$ cat config.mk
export PLATFORM = sky130hd
export DESIGN_NAME = draw_pair_reader_flat
export DESIGN_NICKNAME = d
export VERILOG_FILES = /design/src/rtl/draw_pkg.sv /design/src/rtl/draw_pair_reader_if.sv /design/src/rtl/draw_pair_fifo.sv /design/src/rtl/draw_pair_reader.sv /design/src/flat_wrapper.sv
export SDC_FILE = /design/constraint.sdc
export NUM_CORES = 1
export LEC_CHECK = 0
export ABC_AREA = 1
export CORE_UTILIZATION = 30
export DETAILED_ROUTE_END_ITERATION = 10
export GPL_ROUTABILITY_DRIVEN = 0
export GPL_TIMING_DRIVEN = 0
export PLACE_DENSITY_LB_ADDON = 0.2
export SYNTH_ARGS = -nofsm -noshare
export SYNTH_HDL_FRONTEND = slang
export SYNTH_SLANG_ARGS = --single-unit
$ cat constraint.sdc
create_clock -name clk -period 3.3 [get_ports clk]
set_input_delay 0.66 -clock clk [delete_from_list [all_inputs] [get_ports clk]]
set_output_delay 0.66 -clock clk [all_outputs]
set_load 0.005 [all_outputs]
$ cat src/rtl/draw_pkg.sv
// Shared types and constants for the draw-region pair reader.
package draw_pkg;

  localparam int DRAW_PAIR_START = 6656;
  localparam int DRAW_PAIR_END   = 6784;
  localparam int DRAW_DATA_W     = 8;

  typedef enum logic [1:0] {
    IDLE  = 2'd0,
    FETCH = 2'd1,
    DRAIN = 2'd2
  } draw_rd_state_e;

  // One RAM read returns an even word (a) and the following odd word (b).
  typedef struct packed {
    logic [DRAW_DATA_W-1:0] a;
    logic [DRAW_DATA_W-1:0] b;
  } pix_pair_t;

endpackage

$ cat src/rtl/draw_pair_reader_if.sv
// Framebuffer read ports plus the outgoing pixel stream of draw_pair_reader.
interface draw_pair_reader_if #(
  parameter int ADDR_W = 14,
  parameter int DATA_W = 8
) ();

  logic              rd_en;
  logic [ADDR_W-1:0] addr_a;
  logic [ADDR_W-1:0] addr_b;
  logic [DATA_W-1:0] rdata_a;
  logic [DATA_W-1:0] rdata_b;
  logic [DATA_W-1:0] pix_data;
  logic              pix_valid;
  logic              pix_ready;
  logic              pix_last;

  // Reader side: drives the RAM address strobes and the stream.
  modport master (
    output rd_en, addr_a, addr_b, pix_data, pix_valid, pix_last,
    input  rdata_a, rdata_b, pix_ready
  );

  // Environment side: RAM read data and stream consumer.
  modport slave (
    input  rd_en, addr_a, addr_b, pix_data, pix_valid, pix_last,
    output rdata_a, rdata_b, pix_ready
  );

endinterface

$ cat src/rtl/draw_pair_fifo.sv
// Two-entry FIFO of returned {a, b} pixel pairs.
module draw_pair_fifo
  import draw_pkg::*;
(
  input  logic       clk,
  input  logic       reset,
  input  logic       push,
  input  logic       pop,
  input  pix_pair_t  wdata,
  output pix_pair_t  rdata,
  output logic       full,
  output logic       empty,
  output logic [1:0] count
);

  pix_pair_t  mem [2];
  logic       wr_ptr;
  logic       rd_ptr;
  logic [1:0] cnt;
  logic       do_push;
  logic       do_pop;

  // Push is refused only when full and nothing leaves in the same cycle.
  always_comb begin
    do_push = push && (!full || pop);
    do_pop  = pop && !empty;
    full    = (cnt == 2'd2);
    empty   = (cnt == 2'd0);
    count   = cnt;
    rdata   = mem[rd_ptr];
  end

  // Storage, pointers and occupancy.
  always_ff @(posedge clk) begin
    if (reset) begin
      mem[0] <= '0;
      mem[1] <= '0;
      wr_ptr <= 1'b0;
      rd_ptr <= 1'b0;
      cnt    <= '0;
    end else begin
      if (do_push) begin
        mem[wr_ptr] <= wdata;
        wr_ptr      <= ~wr_ptr;
      end
      if (do_pop) rd_ptr <= ~rd_ptr;
      case ({do_push, do_pop})
        2'b10:   cnt <= cnt + 2'd1;
        2'b01:   cnt <= cnt - 2'd1;
        default: cnt <= cnt;
      endcase
    end
  end

endmodule

$ cat src/rtl/draw_pair_reader.sv
// Reads the draw-region window as even/odd word pairs from a dual-port RAM
// and serializes them into a one-word-per-beat valid/ready stream.
// Optional build macro: DRAW_PAIR_READER_WRAP_EN (continuous passes).
module draw_pair_reader
  import draw_pkg::*;
#(
  parameter int ADDR_W     = 14,
  parameter int DATA_W     = 8,
  parameter int PAIR_START = DRAW_PAIR_START,
  parameter int PAIR_END   = DRAW_PAIR_END
) (
  input  logic               clk,
  input  logic               reset,
  input  logic               start,
  output logic               busy,
  output logic               done,
  draw_pair_reader_if.master bus
);

  localparam int PW = ADDR_W - 1;
  localparam logic [PW-1:0] FIRST_PAIR = PW'(PAIR_START);
  localparam logic [PW-1:0] LAST_PAIR  = PW'(PAIR_END - 1);
  localparam logic [PW-1:0] LAST_IDX   = PW'(PAIR_END - PAIR_START - 1);

  if (PAIR_END <= PAIR_START) begin : g_range_chk
    $error("draw_pair_reader: PAIR_END must exceed PAIR_START");
  end
  if (DATA_W != DRAW_DATA_W) begin : g_width_chk
    $error("draw_pair_reader: DATA_W must match DRAW_DATA_W");
  end

  draw_rd_state_e state_q, state_d;
  logic [PW-1:0]  pair_q;
  logic [PW-1:0]  pop_idx_q;
  logic           inflight_q;
  logic           sel_q;
  logic           done_q;

  logic           rd_en;
  logic           last_pair;
  logic           beat;
  logic           pop;
  logic           last_beat;
  logic           credit_ok;
  pix_pair_t      wdata;
  pix_pair_t      head;
  logic           fifo_full;
  logic           fifo_empty;
  logic [1:0]     fifo_count;

  draw_pair_fifo u_fifo (
    .clk   (clk),
    .reset (reset),
    .push  (inflight_q),
    .pop   (pop),
    .wdata (wdata),
    .rdata (head),
    .full  (fifo_full),
    .empty (fifo_empty),
    .count (fifo_count)
  );

  // Read issue, credit and serializer decode.
  always_comb begin
    credit_ok = !(fifo_full || (fifo_count == 2'd1 && inflight_q));
    rd_en     = (state_q == FETCH) && credit_ok;
    last_pair = (pair_q == LAST_PAIR);
    wdata     = '{a: bus.rdata_a, b: bus.rdata_b};
    beat      = !fifo_empty && bus.pix_ready;
    pop       = beat && sel_q;
    last_beat = pop && (pop_idx_q == LAST_IDX);
  end

  // Next-state logic.
  always_comb begin
    state_d = state_q;
    case (state_q)
      IDLE:    if (start) state_d = FETCH;
      FETCH: begin
`ifndef DRAW_PAIR_READER_WRAP_EN
        if (rd_en && last_pair) state_d = DRAIN;
`endif
      end
      DRAIN:   if (last_beat) state_d = IDLE;
      default: state_d = IDLE;
    endcase
  end

  // State register.
  always_ff @(posedge clk) begin
    if (reset) state_q <= IDLE;
    else       state_q <= state_d;
  end

  // Pair counter, in-flight flag, A/B select, pop index and done pulse.
  // The pop index tracks pass position on the output side, so pix_last and
  // done work the same whether or not the fetch side wraps.
  always_ff @(posedge clk) begin
    if (reset) begin
      pair_q     <= '0;
      pop_idx_q  <= '0;
      inflight_q <= 1'b0;
      sel_q      <= 1'b0;
      done_q     <= 1'b0;
    end else begin
      inflight_q <= rd_en;
      done_q     <= last_beat;
      if (state_q == IDLE && start) pair_q <= FIRST_PAIR;
      else if (rd_en)               pair_q <= last_pair ? FIRST_PAIR : pair_q + 1'b1;
      if (beat) sel_q <= ~sel_q;
      if (pop)  pop_idx_q <= (pop_idx_q == LAST_IDX) ? '0 : pop_idx_q + 1'b1;
    end
  end

  assign busy          = (state_q != IDLE);
  assign done          = done_q;
  assign bus.rd_en     = rd_en;
  assign bus.addr_a    = rd_en ? {pair_q, 1'b0} : '0;
  assign bus.addr_b    = rd_en ? {pair_q, 1'b1} : '0;
  assign bus.pix_valid = !fifo_empty;
  assign bus.pix_data  = fifo_empty ? '0 : (sel_q ? head.b : head.a);
  assign bus.pix_last  = !fifo_empty && sel_q && (pop_idx_q == LAST_IDX);

endmodule

$ cat src/flat_wrapper.sv
// flat-port wrapper written by rule: the top's interface ports become plain ports
module draw_pair_reader_flat import draw_pkg::*;
#(
  parameter int ADDR_W     = 14,
  parameter int DATA_W     = 8,
  parameter int PAIR_START = DRAW_PAIR_START,
  parameter int PAIR_END   = DRAW_PAIR_END
)
  (clk, reset, start, busy, done, bus_rd_en, bus_addr_a, bus_addr_b, bus_pix_data, bus_pix_valid, bus_pix_last, bus_rdata_a, bus_rdata_b, bus_pix_ready);
  draw_pair_reader_if #(.ADDR_W(ADDR_W), .DATA_W(DATA_W)) bus_i ();
  input  logic clk;
  input  logic reset;
  input  logic start;
  output logic busy;
  output logic done;
  output wire logic [$bits(bus_i.rd_en)-1:0] bus_rd_en;
  output wire logic [$bits(bus_i.addr_a)-1:0] bus_addr_a;
  output wire logic [$bits(bus_i.addr_b)-1:0] bus_addr_b;
  output wire logic [$bits(bus_i.pix_data)-1:0] bus_pix_data;
  output wire logic [$bits(bus_i.pix_valid)-1:0] bus_pix_valid;
  output wire logic [$bits(bus_i.pix_last)-1:0] bus_pix_last;
  input wire logic [$bits(bus_i.rdata_a)-1:0] bus_rdata_a;
  input wire logic [$bits(bus_i.rdata_b)-1:0] bus_rdata_b;
  input wire logic [$bits(bus_i.pix_ready)-1:0] bus_pix_ready;
  assign bus_rd_en = bus_i.rd_en;
  assign bus_addr_a = bus_i.addr_a;
  assign bus_addr_b = bus_i.addr_b;
  assign bus_pix_data = bus_i.pix_data;
  assign bus_pix_valid = bus_i.pix_valid;
  assign bus_pix_last = bus_i.pix_last;
  assign bus_i.rdata_a = bus_rdata_a;
  assign bus_i.rdata_b = bus_rdata_b;
  assign bus_i.pix_ready = bus_pix_ready;
  draw_pair_reader #(.ADDR_W(ADDR_W), .DATA_W(DATA_W), .PAIR_START(PAIR_START), .PAIR_END(PAIR_END)) u_core (.clk(clk), .reset(reset), .start(start), .busy(busy), .done(done), .bus(bus_i));
endmodule
==> results of run 1 <==
[per-layer routing]
layer	wire length, µm	up-vias	track usage (%)
li1	-	1574	-
met4	112	0	5.50
met3	299	11	2.89
met2	4040	60	24.9
met5	0	-	0
met1	3690	1395	16.6
[layout make-up]
type / instances / area (µm²)
fillers: 1192 / 6910
flip-flops and latches: 68 / 1680
multi-input cells: 296 / 1480
repair buffers: 58 / 581
inverters: 64 / 243
clock buffers: 10 / 229
plain buffers: 28 / 195
well taps: 143 / 179
clock inverters: 6 / 65.1
[state kept, by name, summed over array words and instances (netlist names), named ones only]
register              cells
u_core.u_fifo.count       2
u_core.pair_q            13
u_core.u_fifo.mem        32
u_core.sel_q              1
u_core.u_fifo.wr_ptr      1
u_core.done               1
u_core.inflight_q         1
u_core.pop_idx_q         13
u_core.u_fifo.rd_ptr      1
u_core.state_q            2
[cell families (layout without fill, tap and decap cells)]
kind of cell	Yosys count	after routing	share of synthesized area (%)
compound gates	56	56	8.43
fa+ha+maj	6	6	2.09
xor+xnor	6	6	1.46
buf+inv	92	166	12.1
simple gates	227	227	29.0
other cells	1	1	0.104
flops	68	68	46.8
[placed cells by master, fill, tap and decap left out, types with 3 or more instances in the layout]
master	count
a21oi_1	26
nor3_1	6
clkbuf_16	9
edfxtp_1	32
a211oi_1	4
clkdlybuf4s50_1	58
clkbuf_1	4
nand2_4	3
buf_6	3
nor2_4	4
buf_2	6
nand4_1	11
o21ai_0	22
xor2_1	6
nor2_1	95
nand3_1	20
nand2_1	62
dfxtp_1	36
buf_4	16
ha_1	6
nor2_2	21
inv_1	54
inv_2	8
[power by group through the flow]
| stage | Sequential [mW] | Clock (mW) | Combinational [mW] |
|---|---|---|---|
| 4_1_cts | 0.931 | 0.969 | 0.232 |
| 6_report | 0.930 | 0.945 | 0.227 |
| 3_3_place_gp | 0.947 | 0 | 0.227 |
| 5_1_grt | 0.934 | 1.01 | 0.255 |
| 2_1_floorplan | 0.944 | 0 | 0.135 |
| 3_5_place_dp | 0.949 | 0 | 0.230 |
[worst reg2reg max path: cells and delay by family, from the launching register on]
family	cells	cell delay (ns)
and+or+nand+nor	5	0.98
DFF	1	0.36
adders and majority gates	1	0.21
AOI/OAI and AO/OA	1	0.11
buffers and inverters	4	0.47
[worst paths after layout]
path,start,endpoint
min reg2reg,u_core.pop_idx_q[11]$_SDFFE_PP0N_,u_core.pop_idx_q[11]$_SDFFE_PP0N_
min,u_core.pop_idx_q[11]$_SDFFE_PP0N_,u_core.pop_idx_q[11]$_SDFFE_PP0N_
max reg2reg,u_core.u_fifo.count[0]$_SDFFE_PP0P_,u_core.u_fifo.mem[1][2]$_SDFFCE_PN0P_
max,u_core.u_fifo.count[0]$_SDFFE_PP0P_,bus_addr_b[5]
[through the flow]
stage	power, mW	worst slack (ns)	hold slack [ns]	util, %	cell area [µm²]
after floorplan	1.08	1.15	0.439	-	3590
after global routing	2.20	0.00658	0.485	40.2	4650
final	2.10	0.192	0.458	40.2	4650
after CTS	2.13	0.102	0.463	40.2	4650
after global placement	1.17	0.414	0.448	37.6	4350
after detailed placement	1.18	0.374	0.454	37.6	4350
==> impl_metrics.csv, run 1 <==
group,metric,value,unit
floorplan,num_rows,39,
clock_tree,clock_latency,0.33,ns
clock_tree,postCtsSetupRepairBufs,0,
outcome,violations,"design-rule violations",
clock_tree,cts_made_buffers,9,
synth,yosys-top-cells-count,"nor2_1, nand2_1, inv_1",
sta,period_share,94.2,%
power,swShare,24.1,%
worst_hold_path,hold_depth,2,
critical_path,path_class,"reg2out",
critical_path,max_stage_delay,0.49,ns
worst_hold_path,hold_class,"reg2reg",
synth,syn_area,3590,µm²
critical_path,crit_family,"buffers and inverters",
critical_path,crit_path_top_delay_cell,"clkdlybuf4s50_1",
power,power.density,452,nW/µm²
floorplan,core,11600,µm²
power,pwr-share-seq,44.2,%
place,placed_cells,657,
clock_tree,clock_sinks,68,
routing,drtPass1Iterations,7,
floorplan,die-area,12400,µm²
power,clockPowerShare,45.0,%
job,maxCapViolCount,0,
sta,worst_pin_slew,0.738,ns
global_route,track_usage,14.0,%
cells_and_area,layout-drive-gt1-share,15.3,%
synth,synth_area_leaders,"edfxtp_1, dfxtp_1, nor2_1, nand2_1, inv_1",
sta,setup_viol_count_final,0,
synth,synth.most_common_cell,"nor2_1",
global_route,grt_antenna_before_repair,0,
cells_and_area,stdcell_count,673,
clock_tree,htree_levels,3,
floorplan,start_util,31.1,%
sta,final.setup_skew,0.00525,ns
power,p_int,1.60,mW
clock_tree,cts_root_buf,"clkbuf_16",
global_route,grt_pass1_vias,2975,
critical_path,worstRegToRegCells,11,
global_route,grt_pass1_wl,13900,µm
critical_path,critPathLaunchType,"flop",
routing,post_drt_wl_per_cell,12.1,µm
clock_tree,cts_tree,"yes",
floorplan,die_width,111,µm
synth,synth_edf_count,32,
critical_path,rrSetupSlack,0.79,ns
synth,synthArstFlopShare,0,%
global_route,grt_max_degree,17,
critical_path,path_depth,9,
clock_tree,path_clk_slew,0.06,ns
place,io_buffers,58,
synth,ys_seq_elements,68,
sta,hold_viol_final,0,
critical_path,crit_buf_inv,6,
synth,yosys.area.top_type_share,26.7,%
routing,drt_wl_total,8150,µm
cells_and_area,syn_to_final_growth,29.5,%
routing,drc_errors,7,
synth,synth.largest_area_cell,"edfxtp_1",
critical_path,cp_cell_sequence,"inv_1, ha_1, inv_1, nand3_1, buf_4, buf_2, nor2_1, buf_4, clkdlybuf4s50_1",
power,leakage,1.86,nW
power,combPwrFrac,10.8,%
outcome,status,"finished with violations",
critical_path,worstPathRequired,2.64,ns
synth,postSynthAreaPerCell,7.88,µm²
synth,synth_flop_cell,"dfxtp_1",
power,power.switching,506,µW
clock_tree,cts_buffer_depth,2,
sta,max_freq,322,MHz
synth,ys_seq_area_share,46.8,%
critical_path,cp_max_fo,10,
sta,drv_slew,0,
clock_tree,cts-resized-gates,0,
sta,rsz0062_at_grt,"no",
floorplan,die_y,111,µm
routing,drtAntennaViolNets,0,
sta,slew_headroom,50.7,%
cells_and_area,nets,551,
place,place_hpwl,5950,µm
global_route,grt-ovfl-total,0,
synth,synth_nets,482,
sta,fin_setup_tns,0,ns
routing,drt_iter0_markers,128,
sta,layout_min_cycle_time,3.11,ns
clock_tree,ctsHoldBuffers,0,
floorplan,num_io_pins,61,
synth,synth.distinct_cells,31,
synth,ys_warn_count,0,
cells_and_area,diodes,0,
synth,synthCells,456,
power,ir_worst_vdd,0.202,mV
routing,dr_total_vias,3040,
routing,vias_per_cell,4.52,
critical_path,arrival,2.45,ns
critical_path,critPathCaptureType,"output port",
(Power assumes the default switching activity.)
==> run 2, diff against run 1 <==
- SKIP_LAST_GASP: not set -> 1
- TNS_END_PERCENT: not set -> 10
==> run 2 against run 1 <==
The flow still finishes with violations (design-rule violations). Maximum frequency is 0.46% lower. Utilization hardly changed. Count of clock-buffer cells in the layout stayed put. Flip-flop and latch count stayed put. Setup slack worse by 0.014 ns. Largest power group unchanged.
==> impl_metrics.csv, run 2 (synthesized netlist as in run 1, its figures left out) <==
group,metric,value,unit
floorplan,die_width,111,µm
critical_path,critPathLaunchType,"flop",
clock_tree,path_clk_slew,0.06,ns
critical_path,crit_family,"buffers and inverters",
sta,layout_min_cycle_time,3.12,ns
global_route,grt-ovfl-total,0,
outcome,violations,"design-rule violations",
routing,drc_errors,7,
critical_path,max_stage_delay,0.49,ns
critical_path,worstPathRequired,2.64,ns
cells_and_area,mostFrequentLayoutCell,"nor2_1",
sta,setup_viol_count_final,0,
worst_hold_path,hold_depth,2,
routing,drtPass1Iterations,7,
clock_tree,clock_sinks,68,
sta,max_freq,320,MHz
floorplan,start_util,31.1,%
routing,post_drt_wl_per_cell,12.1,µm
outcome,status,"finished with violations",
sta,rsz0062_at_grt,"yes",
clock_tree,cts_tree,"yes",
power,power.switching,505,µW
global_route,grt_max_degree,17,
clock_tree,htree_levels,3,
sta,hold_viol_final,0,
critical_path,critPathCaptureType,"output port",
worst_hold_path,hold_class,"reg2reg",
critical_path,path_depth,9,
critical_path,path_class,"reg2out",
floorplan,die_y,111,µm
routing,drtAntennaViolNets,0,
cells_and_area,layout-drive-gt1-share,15.3,%
sta,slew_headroom,50.7,%
global_route,track_usage,14.0,%
power,leakage,1.86,nW
cells_and_area,top_register,"u_core.u_fifo.mem",
place,io_buffers,58,
floorplan,num_rows,39,
clock_tree,cts_made_buffers,9,
sta,drv_slew,0,
clock_tree,cts_buffer_depth,2,
routing,dr_total_vias,3036,
sta,whs,0.458,ns
critical_path,cp_cell_sequence,"inv_1, ha_1, inv_1, nand3_1, buf_2, buf_2, nor2_1, buf_4, clkdlybuf4s50_1",
power,combPwrFrac,10.8,%
place,place_hpwl,5950,µm
floorplan,num_io_pins,61,
cells_and_area,final_util,40.2,%
cells_and_area,syn_to_final_growth,29.4,%
routing,drt_wl_total,8150,µm
power,swShare,24.0,%
routing,drt_iter0_markers,125,
cells_and_area,fillCellCount,1193,
critical_path,rr_endpoint,"u_core.u_fifo.mem[1][2]$_SDFFCE_PN0P_",
critical_path,crit_start,"u_core.u_fifo.count[0]$_SDFFE_PP0P_",
cells_and_area,final_cell_mix,"nor2_1, nand2_1, clkdlybuf4s50_1",
critical_path,rrSetupSlack,0.79,ns
sta,period_share,94.6,%
critical_path,arrival,2.46,ns
clock_tree,ctsHoldBuffers,0,
floorplan,die-area,12400,µm²
critical_path,crit_path_top_delay_cell,"clkdlybuf4s50_1",
floorplan,core,11600,µm²
job,maxCapViolCount,0,
sta,worst_pin_slew,0.738,ns
power,power.density,452,nW/µm²
cells_and_area,reg_top3,"u_core.u_fifo.mem (32), u_core.pair_q (13), u_core.pop_idx_q (13)",
global_route,grt_pass1_wl,13900,µm
critical_path,cp_max_fo,10,
clock_tree,cts_root_buf,"clkbuf_16",
power,clockPowerShare,45.0,%
clock_tree,clock_latency,0.33,ns
global_route,grt_pass1_vias,2975,
critical_path,worstRegToRegCells,11,
cells_and_area,nets,551,
cells_and_area,largest_register_ffs,32,
global_route,grt_antenna_before_repair,0,
power,p_int,1.60,mW
power,ir_worst_vdd,0.202,mV
critical_path,crit_buf_inv,6,
routing,vias_per_cell,4.51,
critical_path,crit_end,"bus_addr_b[5]",
critical_path,reg2reg_from,"u_core.u_fifo.count[0]$_SDFFE_PP0P_",
sta,final.setup_skew,0.00525,ns
cells_and_area,diodes,0,
power,pwr-share-seq,44.3,%
run 2: cell count changes in the layout (fill, tap and decap cells not counted):
cell / change
buf_2: +1
buf_4: -1
run 2: final cells by class:
class / instances / area (µm²) / area share, %
flip-flops and latches: 68 / 1680 / 36.2
repair buffers: 58 / 581 / 12.5
inverters: 64 / 243 / 5.22
multi-input cells: 296 / 1480 / 31.8
clock inverters: 6 / 65.1 / 1.40
well taps: 143 / 179 / 3.85
clock buffers: 10 / 229 / 4.92
plain buffers: 28 / 193 / 4.14
run 2: what timing repair did:
action                                  4_1_cts  5_1_grt
endpoints found under the setup margin        0        3
hold endpoints to repair                      0        0
gates resized for setup                       0        1
buffers inserted                              0        0
run 2: power groups by stage:
stage,sequential (mW),combinational [mW],clock (mW)
3_5_place_dp,0.949,0.230,0
2_1_floorplan,0.944,0.135,0
4_1_cts,0.931,0.232,0.969
5_1_grt,0.934,0.255,1.01
3_3_place_gp,0.947,0.227,0
6_report,0.930,0.226,0.945
run 2: routing by layer:
layer	vias up	track usage, %	routed length (µm)
li1	1575	-	-
met1	1391	16.6	3670
met2	59	24.9	4040
met3	11	2.89	328
met4	0	5.50	112
met5	-	0	0
run 2: metrics by stage:
| stage | worst slack, ns | power (mW) | instance area (µm²) | setup TNS (ns) | cells |
|---|---|---|---|---|---|
| 6_report | 0.178 | 2.10 | 4650 | 0 | 673 |
| 5_1_grt | -0.0208 | 2.20 | 4650 | -0.0357 | 673 |
| 4_1_cts | 0.102 | 2.13 | 4650 | 0 | 673 |
| 3_5_place_dp | 0.374 | 1.18 | 4350 | 0 | 657 |
| 3_3_place_gp | 0.414 | 1.17 | 4350 | 0 | 657 |
| 2_1_floorplan | 1.15 | 1.08 | 3590 | 0 | 456 |
run 2: worst min path at each step:
| stage | startpoint | end | slack, ns |
|---|---|---|---|
| after floorplan | u_core.pop_idx_q[11]$_SDFFE_PP0N_ | u_core.pop_idx_q[11]$_SDFFE_PP0N_ | 0.44 |
| after global placement | u_core.pop_idx_q[11]$_SDFFE_PP0N_ | u_core.pop_idx_q[11]$_SDFFE_PP0N_ | 0.45 |
| after detailed placement | u_core.pop_idx_q[11]$_SDFFE_PP0N_ | u_core.pop_idx_q[11]$_SDFFE_PP0N_ | 0.45 |
| after CTS | u_core.pop_idx_q[11]$_SDFFE_PP0N_ | u_core.pop_idx_q[11]$_SDFFE_PP0N_ | 0.46 |
| after global routing | u_core.pop_idx_q[11]$_SDFFE_PP0N_ | u_core.pop_idx_q[11]$_SDFFE_PP0N_ | 0.48 |
| final | u_core.pop_idx_q[11]$_SDFFE_PP0N_ | u_core.pop_idx_q[11]$_SDFFE_PP0N_ | 0.46 |
run 2: tightest hold or removal path, cell delays in order (launching register included):
cell and delay (ns):
dfxtp_1 0.31, nand2_1 0.06, a21oi_1 0.05
==> run 3, diff against run 2 <==
- CTS_BUF_LIST: not set -> sky130_fd_sc_hd__clkbuf_16
- SETUP_SLACK_MARGIN: not set -> 0.2
==> run 3 against run 2 <==
Clock power about the same. Register-to-register slack about the same. Wire length about the same. Critical endpoint is now bus_addr_b[12]. Critical path depth is the same. Via count up 0.40%. Die area is the same. Clock skew is 0.0011 ns higher. First-iteration DRC count unchanged. The run still ends with design-rule violations left. Cell count did not move. Flip-flop and latch count unchanged.
==> impl_metrics.csv, run 3 (synthesized netlist as in run 1, its figures left out) <==
group,metric,value,unit
outcome,status,"finished with violations",
outcome,violations,"design-rule violations",
cells_and_area,layout-drive-gt1-share,17.0,%
clock_tree,cts_made_buffers,9,
floorplan,die_y,111,µm
critical_path,worstPathRequired,2.64,ns
global_route,track_usage,14.0,%
global_route,grt-ovfl-total,0,
sta,slew_headroom,50.6,%
routing,drtPass1Iterations,7,
clock_tree,cts_root_buf,"clkbuf_16",
cells_and_area,nets,551,
place,postPlaceCellArea,4350,µm²
global_route,grt_antenna_before_repair,0,
critical_path,critPathLaunchType,"flop",
global_route,grt_max_degree,17,
power,power.density,450,nW/µm²
routing,vias_per_cell,4.53,
critical_path,worstRegToRegCells,11,
global_route,grt_pass1_vias,2973,
floorplan,num_io_pins,61,
clock_tree,cts-resized-gates,3,
clock_tree,cts_buffer_depth,2,
routing,drc_errors,7,
sta,hold_viol_final,0,
cells_and_area,fillCellCount,1187,
routing,dr_total_vias,3048,
critical_path,cp_max_fo,10,
routing,drtAntennaViolNets,0,
critical_path,reg2reg_from,"u_core.u_fifo.count[0]$_SDFFE_PP0P_",
global_route,grt_pass1_wl,13800,µm
power,ir_worst_vdd,0.202,mV
clock_tree,ctsHoldBuffers,0,
sta,period_share,90.4,%
cells_and_area,diodes,0,
worst_hold_path,hold_depth,2,
floorplan,die-area,12400,µm²
cells_and_area,multi_input_area,1500,µm²
cells_and_area,fin_area,4680,µm²
routing,drt_wl_total,8150,µm
floorplan,start_util,31.1,%
cells_and_area,mostFrequentLayoutCell,"nor2_1",
cells_and_area,syn_to_final_growth,30.1,%
critical_path,rr_endpoint,"u_core.u_fifo.mem[0][2]$_SDFFCE_PN0P_",
sta,fin_setup_tns,0,ns
place,place_hpwl,5950,µm
floorplan,core,11600,µm²
cells_and_area,seqCellArea,1680,µm²
sta,rsz0062_at_grt,"yes",
sta,setup_viol_count_final,0,
cells_and_area,reg_top3,"u_core.u_fifo.mem (32), u_core.pair_q (13), u_core.pop_idx_q (13)",
critical_path,rrSetupSlack,0.80,ns
sta,worst_pin_slew,0.739,ns
floorplan,num_rows,39,
critical_path,critPathCaptureType,"output port",
clock_tree,cts_tree,"yes",
clock_tree,clock_sinks,68,
clock_tree,clock_latency,0.33,ns
worst_hold_path,worstHoldStart,"u_core.pop_idx_q[11]$_SDFFE_PP0N_",
sta,max_freq,335,MHz
clock_tree,htree_levels,3,
cells_and_area,largest_register_ffs,32,
power,leakage,1.87,nW
floorplan,die_width,111,µm
place,io_buffers,58,
cells_and_area,final_cell_mix,"nor2_1, nand2_1, clkdlybuf4s50_1",
cells_and_area,top_register,"u_core.u_fifo.mem",
worst_hold_path,hold_path_end,"u_core.pop_idx_q[11]$_SDFFE_PP0N_",
routing,drt_iter0_markers,125,
sta,final.setup_skew,0.00636,ns
worst_hold_path,hold_class,"reg2reg",
critical_path,arrival,2.32,ns
clock_tree,postCtsSetupRepairBufs,0,
sta,layout_min_cycle_time,2.98,ns
critical_path,path_class,"reg2out",
job,maxCapViolCount,0,
routing,post_drt_wl_per_cell,12.1,µm
clock_tree,path_clk_slew,0.06,ns
sta,drv_slew,0,
run 3: cell types whose count changed in the layout (fill, tap and decap cells not counted), sizes merged:
cell | previous run | this run
inv | 63 | 64
clkbuf | 13 | 12
run 3: critical path, cell delays in order, from the launching register on:
cell             delay [ns]
dfxtp_1                0.36
inv_1                  0.08
ha_1                   0.21
inv_2                  0.09
nand3_2                0.12
buf_4                  0.20
buf_4                  0.20
nor2_2                 0.13
buf_4                  0.12
clkdlybuf4s50_1        0.49
run 3: worst max-delay path by stage:
| stage | start | slack, ns | to | cells past startpoint |
|---|---|---|---|---|
| 2_1_floorplan | u_core.u_fifo.count[0]$_SDFFE_PP0P_ | 1.15 | u_core.u_fifo.mem[0][0]$_SDFFCE_PN0P_ | 11 |
| 3_3_place_gp | bus_pix_ready | 0.41 | u_core.u_fifo.mem[0][15]$_SDFFCE_PN0P_ | 8 |
| 3_5_place_dp | bus_pix_ready | 0.37 | u_core.u_fifo.mem[1][4]$_SDFFCE_PN0P_ | 8 |
| 4_1_cts | u_core.u_fifo.count[0]$_SDFFE_PP0P_ | 0.21 | bus_addr_b[5] | 9 |
| 5_1_grt | u_core.u_fifo.count[0]$_SDFFE_PP0P_ | 0.19 | bus_addr_b[13] | 9 |
| 6_report | u_core.u_fifo.count[0]$_SDFFE_PP0P_ | 0.32 | bus_addr_b[12] | 9 |
run 3: cell type report:
type                            count  share of cell area [%]
Timing Repair Buffer               58                    12.4
Tap cell                          143                    3.83
Multi-Input combinational cell    296                    32.1
Clock buffer                        9                    4.82
Inverter                           64                    5.19
Buffer                             28                    4.25
Clock inverter                      7                    1.47
Sequential cell                    68                    36.0
run 3: metrics by stage:
| step | utilization, % | setup slack [ns] | hold WS (ns) | total power [mW] | instances |
|---|---|---|---|---|---|
| after CTS | 40.3 | 0.211 | 0.463 | 2.13 | 673 |
| after global routing | 40.4 | 0.188 | 0.485 | 2.20 | 673 |
| after global placement | 37.6 | 0.414 | 0.448 | 1.17 | 657 |
| after floorplan | - | 1.15 | 0.439 | 1.08 | 456 |
| final | 40.4 | 0.315 | 0.458 | 2.10 | 673 |
| after detailed placement | 37.6 | 0.374 | 0.454 | 1.18 | 657 |
run 3: per-layer routing:
layer | wire length [µm] | GRT usage, % | vias to the layer above
li1 | - | - | 1574
met1 | 3670 | 16.5 | 1402
met2 | 4050 | 24.9 | 60
met3 | 308 | 2.89 | 12
met4 | 123 | 5.50 | 0
met5 | 0 | 0 | -
run 3: where the power goes:
| group | switching [mW] | internal, mW |
|---|---|---|
| logic | 0.132 | 0.0988 |
| registers | 0.0159 | 0.914 |
| clock network | 0.361 | 0.581 |
| total | 0.508 | 1.59 |
